[src/rtl/vending_cfg_master.sv]
// rtl/vending_cfg_master.sv - configuration-bus initiator for the vending machine item table
//
// Turns item-level read/write commands into single-beat psel/pwrite/paddr/pwdata
// transactions, waits for pready (with a bounded timeout), and returns one
// response per command.
//
// Optional feature: define VCFG_READBACK_EN to follow every write with a read of
// the same address; the response then carries the read value and flags a mismatch.
//
// Ports:
//   pclk, prst            clock, synchronous active-high reset
//   session_en / cfg_mode session request in, registered configuration-mode out
//   cmd_*                 command handshake (valid/ready), direction, item, write data
//   psel/pwrite/paddr/pwdata/pready/prdata  configuration bus initiator side
//   rsp_valid/rsp_rdata/rsp_err             one-cycle response pulse, no backpressure
module vending_cfg_master #(
  parameter int  MAX_ITEMS      = 1024,
  parameter int  TIMEOUT_CYCLES = 64,
  localparam int IW             = $clog2(MAX_ITEMS)
) (
  input  logic          pclk,
  input  logic          prst,
  input  logic          session_en,
  output logic          cfg_mode,
  input  logic          cmd_valid,
  output logic          cmd_ready,
  input  logic          cmd_write,
  input  logic [IW-1:0] cmd_item,
  input  logic [31:0]   cmd_wdata,
  output logic          psel,
  output logic          pwrite,
  output logic [14:0]   paddr,
  output logic [31:0]   pwdata,
  input  logic          pready,
  input  logic [31:0]   prdata,
  output logic          rsp_valid,
  output logic [31:0]   rsp_rdata,
  output logic          rsp_err
);

  localparam int CW = $clog2(TIMEOUT_CYCLES + 1);

  typedef enum logic [1:0] {IDLE, ACCESS, RECOVER} state_t;

  state_t        state_q, state_d;
  logic          cfg_mode_q, cfg_mode_d;
  logic          cmd_ready_q, cmd_ready_d;
  logic          psel_q, psel_d;
  logic          pwrite_q, pwrite_d;
  logic [14:0]   paddr_q, paddr_d;
  logic [31:0]   pwdata_q, pwdata_d;
  logic          rsp_valid_q, rsp_valid_d;
  logic [31:0]   rsp_rdata_q, rsp_rdata_d;
  logic          rsp_err_q, rsp_err_d;
  logic [CW-1:0] cnt_q, cnt_d;
`ifdef VCFG_READBACK_EN
  logic          rb_pend_q, rb_pend_d;  // write beat done, readback beat still to issue
  logic          rb_chk_q, rb_chk_d;    // current beat is the readback of a write
  logic [31:0]   wr_data_q, wr_data_d;
`endif

  always_comb begin
    state_d     = state_q;
    psel_d      = psel_q;
    pwrite_d    = pwrite_q;
    paddr_d     = paddr_q;
    pwdata_d    = pwdata_q;
    rsp_valid_d = 1'b0;
    rsp_rdata_d = rsp_rdata_q;
    rsp_err_d   = rsp_err_q;
    cnt_d       = cnt_q;
`ifdef VCFG_READBACK_EN
    rb_pend_d   = rb_pend_q;
    rb_chk_d    = rb_chk_q;
    wr_data_d   = wr_data_q;
`endif
    // A session may only end once the machine is back in IDLE.
    cfg_mode_d = (state_q == IDLE) ? session_en : (cfg_mode_q | session_en);

    case (state_q)
      IDLE: begin
        if (cmd_valid && cmd_ready_q) begin
          if (32'(cmd_item) >= 32'(MAX_ITEMS)) begin
            state_d     = RECOVER;
            rsp_valid_d = 1'b1;
            rsp_err_d   = 1'b1;
            rsp_rdata_d = 32'd0;
          end else begin
            state_d  = ACCESS;
            psel_d   = 1'b1;
            pwrite_d = cmd_write;
            paddr_d  = (15'(cmd_item) + 15'd1) << 2;
            pwdata_d = cmd_write ? cmd_wdata : 32'd0;
            cnt_d    = '0;
          end
        end
      end
      ACCESS: begin
        if (pready) begin
          state_d = RECOVER;
          psel_d  = 1'b0;
          cnt_d   = '0;
`ifdef VCFG_READBACK_EN
          if (pwrite_q) begin
            rb_pend_d = 1'b1;
          end else begin
            rsp_valid_d = 1'b1;
            rsp_rdata_d = prdata;
            rsp_err_d   = rb_chk_q && (prdata != wr_data_q);
            rb_chk_d    = 1'b0;
          end
`else
          rsp_valid_d = 1'b1;
          rsp_rdata_d = pwrite_q ? 32'd0 : prdata;
          rsp_err_d   = 1'b0;
`endif
        end else if (cnt_q == CW'(TIMEOUT_CYCLES - 1)) begin
          // This edge is the TIMEOUT_CYCLES-th one sampled with pready low.
          state_d     = RECOVER;
          psel_d      = 1'b0;
          cnt_d       = '0;
          rsp_valid_d = 1'b1;
          rsp_err_d   = 1'b1;
          rsp_rdata_d = 32'd0;
`ifdef VCFG_READBACK_EN
          rb_chk_d    = 1'b0;
`endif
        end else begin
          cnt_d = cnt_q + CW'(1);
        end
      end
      RECOVER: begin
        // Let the slave's lingering pready drop before the next beat.
        if (!pready) begin
          state_d = IDLE;
`ifdef VCFG_READBACK_EN
          if (rb_pend_q) begin
            state_d   = ACCESS;
            psel_d    = 1'b1;
            pwrite_d  = 1'b0;
            pwdata_d  = 32'd0;
            wr_data_d = pwdata_q;
            rb_pend_d = 1'b0;
            rb_chk_d  = 1'b1;
          end
`endif
        end
      end
      default: state_d = IDLE;
    endcase

    // Registered ready must already reflect the state being entered, so a
    // command is never accepted twice.
    cmd_ready_d = (state_d == IDLE) && cfg_mode_d && !pready;
  end

  always_ff @(posedge pclk) begin
    if (prst) begin
      state_q     <= IDLE;
      cfg_mode_q  <= 1'b0;
      cmd_ready_q <= 1'b0;
      psel_q      <= 1'b0;
      pwrite_q    <= 1'b0;
      paddr_q     <= 15'd0;
      pwdata_q    <= 32'd0;
      rsp_valid_q <= 1'b0;
      rsp_rdata_q <= 32'd0;
      rsp_err_q   <= 1'b0;
      cnt_q       <= '0;
`ifdef VCFG_READBACK_EN
      rb_pend_q   <= 1'b0;
      rb_chk_q    <= 1'b0;
      wr_data_q   <= 32'd0;
`endif
    end else begin
      state_q     <= state_d;
      cfg_mode_q  <= cfg_mode_d;
      cmd_ready_q <= cmd_ready_d;
      psel_q      <= psel_d;
      pwrite_q    <= pwrite_d;
      paddr_q     <= paddr_d;
      pwdata_q    <= pwdata_d;
      rsp_valid_q <= rsp_valid_d;
      rsp_rdata_q <= rsp_rdata_d;
      rsp_err_q   <= rsp_err_d;
      cnt_q       <= cnt_d;
`ifdef VCFG_READBACK_EN
      rb_pend_q   <= rb_pend_d;
      rb_chk_q    <= rb_chk_d;
      wr_data_q   <= wr_data_d;
`endif
    end
  end

  assign cfg_mode  = cfg_mode_q;
  assign cmd_ready = cmd_ready_q;
  assign psel      = psel_q;
  assign pwrite    = pwrite_q;
  assign paddr     = paddr_q;
  assign pwdata    = pwdata_q;
  assign rsp_valid = rsp_valid_q;
  assign rsp_rdata = rsp_rdata_q;
  assign rsp_err   = rsp_err_q;

endmodule
[config.mk]
export PLATFORM = sky130hd
export DESIGN_NAME = vending_cfg_master
export DESIGN_NICKNAME = d
export VERILOG_FILES = /design/src/rtl/vending_cfg_master.sv
export SDC_FILE = /design/constraint.sdc
export NUM_CORES = 1
export LEC_CHECK = 0
export CORE_AREA = 4 4 97 99
export DETAILED_ROUTE_END_ITERATION = 7
export DIE_AREA = 0 0 101 103
export GPL_TIMING_DRIVEN = 0
export HOLD_SLACK_MARGIN = 0.15
export PLACE_DENSITY = 0.85
export SYNTH_ARGS = -nofsm -noshare
export SYNTH_HDL_FRONTEND = slang
export SYNTH_SLANG_ARGS = --single-unit
[constraint.sdc]
create_clock -name pclk -period 1.97 [get_ports pclk]
set_input_delay 0.2955 -clock pclk [delete_from_list [all_inputs] [get_ports pclk]]
set_output_delay 0.2955 -clock pclk [all_outputs]
set_load 0.1 [all_outputs]
Word-level counts from Yosys, hierarchy flattened
Index checks and enable logic that the tools add are counted.
Widths: inputs -> output; s select.
{"block": "totals", "regBits": 92, "in_bits": 80, "output_inout_bits": 85, "word_cells": 55}
{"block": "classes", "n_addsub": 2, "n_eq_ne": 5, "n_mux": 22, "n_bitwise": 2, "reduce_logical": 13}
{"op": "$mux 32", "n": 4}
{"op": "$mux 7", "n": 3}
{"op": "$pmux 7 s2", "n": 1}
{"op": "$add 10x1->11 const B", "n": 1}
{"op": "$mux 1", "n": 8}
{"op": "$mux 2", "n": 4}
{"op": "$add 7x1->7 const B", "n": 1}
{"op": "$eq 7x6->1 const B", "n": 1}
{"op": "$pmux 2 s3", "n": 1}
{"op": "$reduce_and 2->1", "n": 3}
{"op": "$logic_not 2->1", "n": 2}
{"op": "$reduce_bool 2->1", "n": 2}
{"op": "$logic_and 1x1->1", "n": 3}
{"op": "$ne 3x3->1 const B", "n": 1}
{"op": "$reduce_and 3->1", "n": 1}
{"op": "$eq 2x1->1 const B", "n": 1}
{"op": "$eq 2x2->1 const B", "n": 1}
{"op": "$ne 2x1->1 const B", "n": 1}
{"op": "$pmux 1 s2", "n": 1}
{"op": "$reduce_or 2->1", "n": 1}
{"op": "$logic_not 1->1", "n": 1}
{"op": "$not 1->1", "n": 1}
{"op": "$or 1x1->1", "n": 1}

Logic depth before layout (Yosys ltp)
Gate-level depths: netlist of run 1.
{"block": "logic_depth", "word_depth": 7, "mapped_depth": 7, "mapped_depth_nobuf": 5}

Least setup slack after synthesis of run 1
No wires, ideal clock.
{"block": "synth_path", "path_kind": "register to register", "from": "register cmd_ready_q (netlist: cmd_ready)", "to": "register cnt_q[3]", "setup_time_ns": 0.115, "t_arrival_ns": 1.802, "required_ns": 1.855, "path_slack_ns": 0.054, "stages_incl_launch_ff": 5, "path_buffers": 0, "synth_period_minus_slack_ns": 1.916, "cell_sequence": "dfxtp_1 > a21oi_1 > nor4b_1 > xnor2_1 > nor2_1"}
{"block": "synth_between", "elab_chain_len": 3}
{"item": "start: declaration", "line_no": "47", "text": "logic cmd_ready_q, cmd_ready_d;"}
{"item": "start signal: assignment", "line_no": "178", "text": "cmd_ready_q <= cmd_ready_d;"}
{"item": "$logic_and 1x1->1", "line_no": "82", "text": "if (cmd_valid && cmd_ready_q) begin"}
{"item": "$ne 2x1->1 (no line)"}
{"item": "$reduce_and 2->1 (no line)"}
{"item": "end signal: assignment", "line_no": "186", "text": "cnt_q <= cnt_d;"}
{"item": "end: declaration", "line_no": "55", "text": "logic [CW-1:0] cnt_q, cnt_d;"}
No other way between the ends.
A chain may end at the register's enable or synchronous reset.

Worst setup path in the final report of run 1
{"block": "layout_path", "from": "register rsp_rdata_q[12] (netlist: rsp_rdata[12])", "to": "output port rsp_rdata[12]"}
{"item": "start: declaration", "line_no": "53", "text": "logic [31:0] rsp_rdata_q, rsp_rdata_d;"}
{"item": "start signal: assignment", "line_no": "184", "text": "rsp_rdata_q <= rsp_rdata_d;"}
{"item": "end: declaration", "line_no": "37", "text": "output logic [31:0] rsp_rdata,"}
No word-level cell between the ends.

==> flow_summary_export.csv, run 1 <==
group,metric,value,unit
die,die-area,10400,µm²
die,coreArea,8550,µm²
finish,nets,605,
run,maxCapViolCount,0,
clocking,cts_buffers,9,
yosys,yosys_warnings,0,
yosys,synth_edf_count,0,
placed_design,place_hpwl,7570,µm
placed_design,gp_congestion,0.837,
setup_path,critPathKind,"reg -> out",
sta,skew,0.0134,ns
routing,drtAntennaViolNets,0,
sta,finalWorstSetupSlack,0.0856,ns
sta,drv_slew,0,
setup_path,crit_fanout,2,
clocking,clk_pin_slew_worst_paths,0.10,ns
setup_path,path_cells,"dlygate4sd2_1",
clocking,cts_max_level,3,
die,die_w,101,µm
yosys,yosys-top-cells-area,"dfxtp_1, a22o_1, a21oi_1",
die,ios,165,
finish,n_antenna_cell,0,
grt,antenna_found_initial,0,
pwr,powerDensity,721,nW/µm²
sta,rsz0062_at_grt,"no",
sta,finalHoldViolCount,0,
sta,fmax,531,MHz
clocking,post_cts_buffers,0,
grt,grt_first_pass_wirelength,15700,µm
die,fp-row-count,34,
yosys,async_flop_share,0,%
setup_path,startpoint_type,"register",
die,fp.dieH,103,µm
placed_design,dpl_worst_slack,-0.0275,ns
finish,nFillCells,756,
finish,area_growth,54.2,%
clocking,clkLatencyLatePin,0.36,ns
status,run_status,"completed",
yosys,synth_ff_type,"dfxtp_1",
yosys,syn_inst,351,
setup_path,cp.arrival,1.59,ns
grt,gr-total-overflow,0,
setup_path,critPathMaxStageDelay,0.87,ns
finish,drive_gt1_share,9.28,%
sta,period_share,95.7,%
routing,drt_iter0_drc,79,
sta,period_needed,1.88,ns
yosys,ys_ff_latch,90,
clocking,cts_root_buf,"clkbuf_8",
finish,fin_cells,636,
yosys,yosysSeqAreaShare,53.4,%
sta,holdWs,0.327,ns
grt,first_global_vias,3178,
setup_path,path_delay_family,"buffers and inverters",
routing,vias,3219,
die,start_util,39.4,%
routing,wl_per_cell,15.6,µm
clocking,cts_buffer_depth,2,
sta,slew_headroom,33.7,%
clocking,cts_tree,"yes",
setup_path,crit_path_end_kind,"output pin",
routing,vias_per_cell,5.06,
yosys,syn_area_per_cell,9.61,µm²
placed_design,place_inst,620,
sta,finalSetupViolCount,0,
setup_path,crit_buf_inv,1,
placed_design,numPortBuffers,158,
yosys,synth_area,3370,µm²
clocking,clock-sinks,90,
setup_path,cp_slowest_cell,"dlygate4sd2_1",
pwr,p_leak,2.23,nW
setup_path,crit_required,1.67,ns
grt,grt_max_degree,18,
yosys,ys_types,43,
routing,drcViolationCount,0,
pwr,ir_worst_vdd,0.365,mV
yosys,synth_area_leader_cell,"dfxtp_1",
routing,wirelength,9930,µm
grt,grt_usage,18.9,%
hold_path,min_path_type,"in -> reg",
yosys,synth_top_area_share,53.4,%
routing,drtPass1Iterations,4,
sta,worstMarginPinSlew,0.998,ns
[logic make-up (layout without fill, tap and decap cells)]
logic type      after synthesis  count (layout)  synth area share, %
buf+inv                      31             205                 5.45
other cells                   1               4                0.111
xor+xnor                     12              12                 3.12
flops                        90              90                 53.4
simple gates                122             122                 17.9
fa+ha+maj                     2               2                0.742
compound gates               93              93                 19.3
[registers in the layout (all words and copies together) (netlist names)]
signal	count
cfg_mode	1
cnt_q	7
pwrite	1
rsp_rdata	32
state_q	2
rsp_valid	1
psel	1
rsp_err	1
pwdata	32
cmd_ready	1
paddr	11
[synth_stat cells (2+ instances only)]
cell,n
a211oi_1,5
a211oi_2,5
a21oi_1,42
a22o_1,32
buf_2,3
buf_4,11
buf_6,3
clkbuf_1,12
dfxtp_1,90
ha_1,2
nand2_1,44
nand3_1,37
nand3b_1,3
nand4_1,2
nor2_1,18
nor3_1,3
o21ai_0,3
xnor2_1,8
xor2_1,4
[per-layer routing]
layer / up-vias / routed length [µm] / global-route usage, %
met3: 14 / 930 / 6.70
met2: 124 / 4790 / 32.3
met4: 0 / 133 / 6.65
met5: - / 0 / 0
met1: 1506 / 4080 / 22.0
li1: 1575 / - / -
[worst register-to-register path, stage by stage, from the launching register on]
cell,delay [ns]
dfxtp_1,0.38
ha_1,0.25
nand3b_1,0.14
o21bai_1,0.24
a21oi_2,0.15
buf_2,0.22
a22o_1,0.20
[cell usage in the layout (no fill, tap or decap), types with 2 or more instances in the layout]
| master | synthesis | layout |
|---|---|---|
| buf_6 | 3 | 3 |
| clkdlybuf4s50_1 | 0 | 77 |
| buf_2 | 3 | 3 |
| xnor2_1 | 8 | 8 |
| nand2_1 | 44 | 44 |
| nor3_1 | 3 | 3 |
| a21oi_1 | 42 | 42 |
| clkbuf_1 | 12 | 12 |
| dfxtp_1 | 90 | 90 |
| conb_1 | 1 | 4 |
| dlygate4sd2_1 | 0 | 79 |
| inv_6 | 0 | 4 |
| a211oi_1 | 5 | 5 |
| o21ai_0 | 3 | 3 |
| nand4_1 | 2 | 2 |
| ha_1 | 2 | 2 |
| buf_4 | 11 | 11 |
| clkbuf_2 | 0 | 2 |
| xor2_1 | 4 | 4 |
| a22o_1 | 32 | 32 |
| nor2_1 | 18 | 18 |
| nand3_1 | 37 | 37 |
| a211oi_2 | 5 | 5 |
| nand3b_1 | 3 | 3 |
| clkbuf_8 | 0 | 9 |
[repair_timing]
item                                    CTS  global route
resized for setup                        83             2
endpoints found under the setup margin   81             2
hold buffers                              0             0
cloned                                    0             0
[where the power goes]
| part | switching, mW | internal, mW |
|---|---|---|
| logic | 0.355 | 0.210 |
| clock network | 0.707 | 0.614 |
| registers | 0.0147 | 1.84 |
[through the flow]
step / setup TNS [ns] / utilization, % / instance area [µm²] / total power [mW]
after CTS: 0 / 60.9 / 5210 / 3.79
after floorplan: 0 / - / 3380 / 2.23
final: 0 / 60.8 / 5200 / 3.75
after global routing: 0 / 60.8 / 5200 / 3.90
after detailed placement: -0.0275 / 59.6 / 5100 / 2.49
after global placement: -0.0178 / 59.6 / 5100 / 2.48
[cell type report]
class / instances / area (µm²) / share of cell area [%]
timing repair buffer: 158 / 1470 / 28.3
tap: 108 / 135 / 2.60
clock inverter: 7 / 83.8 / 1.61
multi-input combinational: 233 / 1400 / 26.9
inverter: 1 / 3.75 / 0.0722
sequential: 90 / 1800 / 34.7
clock buffer: 9 / 124 / 2.38
buffer: 30 / 180 / 3.47
[worst paths after layout]
path,start,to,slack (ns),cells after the start
worst max register to register,cnt_q[0],rsp_rdata[21],0.29,6
worst max-delay path,rsp_rdata[12],rsp_rdata[12],0.09,1
worst min-delay path,cmd_write,pwdata[0],0.33,3
worst min register to register,pwdata[0],pwdata[0],0.45,2
No activity file was read; power rests on OpenSTA's default activity.
==> inputs of run 2 (changes only) <==
--- a/config.mk
+++ b/config.mk
@@ -8,6 +8,7 @@
 export CORE_AREA = 4 4 97 99
 export DETAILED_ROUTE_END_ITERATION = 7
 export DIE_AREA = 0 0 101 103
+export GPL_ROUTABILITY_DRIVEN = 0
 export GPL_TIMING_DRIVEN = 0
 export HOLD_SLACK_MARGIN = 0.15
 export PLACE_DENSITY = 0.85
==> results of run 2 <==
No change in the layout: final DEF, timing and power equal those of run 1.
==> inputs of run 3 (changes only) <==
--- a/config.mk
+++ b/config.mk
@@ -12,6 +12,8 @@
 export GPL_TIMING_DRIVEN = 0
 export HOLD_SLACK_MARGIN = 0.15
 export PLACE_DENSITY = 0.85
+export SKIP_LAST_GASP = 1
 export SYNTH_ARGS = -nofsm -noshare
 export SYNTH_HDL_FRONTEND = slang
 export SYNTH_SLANG_ARGS = --single-unit
+export TNS_END_PERCENT = 10
==> flow_summary_export.csv, run 3 (synthesis results as in run 1) <==
group,metric,value,unit
sta,fmax,462,MHz
sta,finalSetupViolCount,66,
routing,drtPass1Iterations,4,
clocking,cts_tree,"yes",
pwr,powerDensity,708,nW/µm²
grt,grt_usage,18.9,%
routing,vias,3245,
clocking,cts_buffer_depth,2,
finish,regArea,1800,µm²
pwr,swShare,28.7,%
setup_path,crit_path_end_kind,"output pin",
clocking,post_cts_buffers,0,
setup_path,reg2reg_to,"rsp_rdata[21]",
pwr,p_leak,2.01,nW
finish,fin_util,62.2,%
die,ios,165,
routing,wirelength,9970,µm
routing,vias_per_cell,5.10,
grt,grt_max_degree,18,
finish,n_antenna_cell,0,
setup_path,critPathKind,"reg -> out",
sta,finalSetupTns,-10.72,ns
finish,nFillCells,711,
sta,finalWorstSetupSlack,-0.194,ns
clocking,clk_pin_slew_worst_paths,0.09,ns
grt,gr-total-overflow,0,
pwr,p_int,2.68,mW
pwr,p_total,3.76,mW
sta,holdWs,0.341,ns
sta,drv_slew,0,
setup_path,crit_required,1.67,ns
clocking,clkLatencyLatePin,0.36,ns
setup_path,crit_buf_inv,1,
pwr,clkPwrFrac,35.1,%
hold_path,hold_end,"pwdata[0]",
clocking,cts_max_level,3,
finish,layout_commonest_cell,"clkdlybuf4s50_1",
routing,drcViolationCount,0,
setup_path,cp.arrival,1.87,ns
pwr,p_seq_share,49.4,%
routing,drtAntennaViolNets,0,
setup_path,cp_slowest_cell,"clkdlybuf4s50_1",
finish,area_growth,57.7,%
pwr,ir_worst_vdd,0.366,mV
sta,slew_headroom,32.4,%
setup_path,path_cells,"clkdlybuf4s50_1",
sta,finalHoldViolCount,0,
finish,nets,605,
clocking,clock-sinks,90,
grt,first_global_vias,3179,
clocking,cts_root_buf,"clkbuf_8",
setup_path,cp.depth,1,
placed_design,place_hpwl,7570,µm
sta,worstMarginPinSlew,1.01,ns
hold_path,min_from,"cmd_write",
finish,fin_cells,636,
sta,period_share,110,%
setup_path,crit_fanout,2,
hold_path,hold_depth,3,
sta,rsz0062_at_grt,"yes",
grt,grt_first_pass_wirelength,15700,µm
setup_path,critPathMaxStageDelay,1.16,ns
die,die-area,10400,µm²
die,die_w,101,µm
placed_design,numPortBuffers,158,
sta,period_needed,2.16,ns
die,coreArea,8550,µm²
sta,skew,0.0140,ns
grt,antenna_found_initial,0,
setup_path,startpoint_type,"register",
finish,drive_gt1_share,8.90,%
finish,multiInputGateArea,1400,µm²
setup_path,rr_worst_depth,6,
pwr,switchingPower,1.08,mW
run,maxCapViolCount,0,
hold_path,min_path_type,"in -> reg",
finish,final_cell_mix,"clkdlybuf4s50_1, dfxtp_1, nand2_1",
clocking,holdBufCountCts,0,
pwr,power_frac_comb,15.4,%
setup_path,r2r-start,"cnt_q[0]",
routing,wl_per_cell,15.7,µm
status,violations,"negative setup slack",
die,fp.dieH,103,µm
placed_design,place_inst,620,
setup_path,path_delay_family,"buffers and inverters",
setup_path,ff2ff_setup_slack,0.29,ns
clocking,cts_buffers,9,
routing,drt_iter0_drc,83,
status,run_status,"complete, but fails checks",
die,fp-row-count,34,
die,start_util,39.4,%
run 3: cell types whose count changed in the layout (fill, tap and decap cells not counted), sizes merged:
| cell | before | now |
|---|---|---|
| clkbuf | 23 | 21 |
| dlygate4sd2 | 79 | 7 |
| clkdlybuf4s15 | 0 | 1 |
| dlymetal6s2s | 0 | 7 |
| clkdlybuf4s50 | 77 | 143 |
run 3: layer usage:
layer  track usage [%]  wire [µm]  up-vias
met5                 0          0        -
met4              6.65        169        0
met3              6.70        886       15
met2              32.3       4780      132
met1              22.0       4130     1525
li1                  -          -     1573
run 3: worst register-to-register path, cell delays in order (launching register included):
cell and delay (ns):
dfxtp_1 0.38, ha_1 0.25, nand3b_1 0.15, o21bai_1 0.24
a21oi_2 0.15, buf_2 0.22, a22o_1 0.20
run 3: what timing repair did:
| item | CTS | global route |
|---|---|---|
| pin swaps | 0 | 0 |
| setup endpoints to repair | 81 | 75 |
| resized for setup | 9 | 7 |
run 3: worst max path at each step:
stage,from,to,slack [ns]
final,pwdata[1],pwdata[1],-0.19
after global routing,pwdata[25],pwdata[25],-0.24
after CTS,cfg_mode,cfg_mode,-0.22
after detailed placement,cmd_item[0],paddr[12],-0.03
after global placement,cmd_item[0],paddr[12],-0.02
after floorplan,cmd_ready,cnt_q[3],0.05
run 3: area by class of cell:
type | instances | area share [%]
plain buffers | 30 | 3.39
clock buffers | 9 | 2.33
clock inverters | 7 | 1.58
inverters | 1 | 0.0706
multi-input cells | 233 | 26.3
flip-flops and latches | 90 | 33.9
well taps | 108 | 2.54
repair buffers | 158 | 29.9
run 3: per-stage QoR:
step | setup WS, ns | cell area (µm²)
6_report | -0.194 | 5320
5_1_grt | -0.241 | 5320
4_1_cts | -0.216 | 5300
3_5_place_dp | -0.0275 | 5100
3_3_place_gp | -0.0178 | 5100
2_1_floorplan | 0.0536 | 3380
run 3: power by group through the flow:
stage	clock network, mW	logic [mW]	registers [mW]
4_1_cts	1.36	0.584	1.86
3_5_place_dp	0	0.584	1.90
3_3_place_gp	0	0.575	1.90
5_1_grt	1.44	0.612	1.86
2_1_floorplan	0	0.156	2.08
6_report	1.32	0.581	1.86
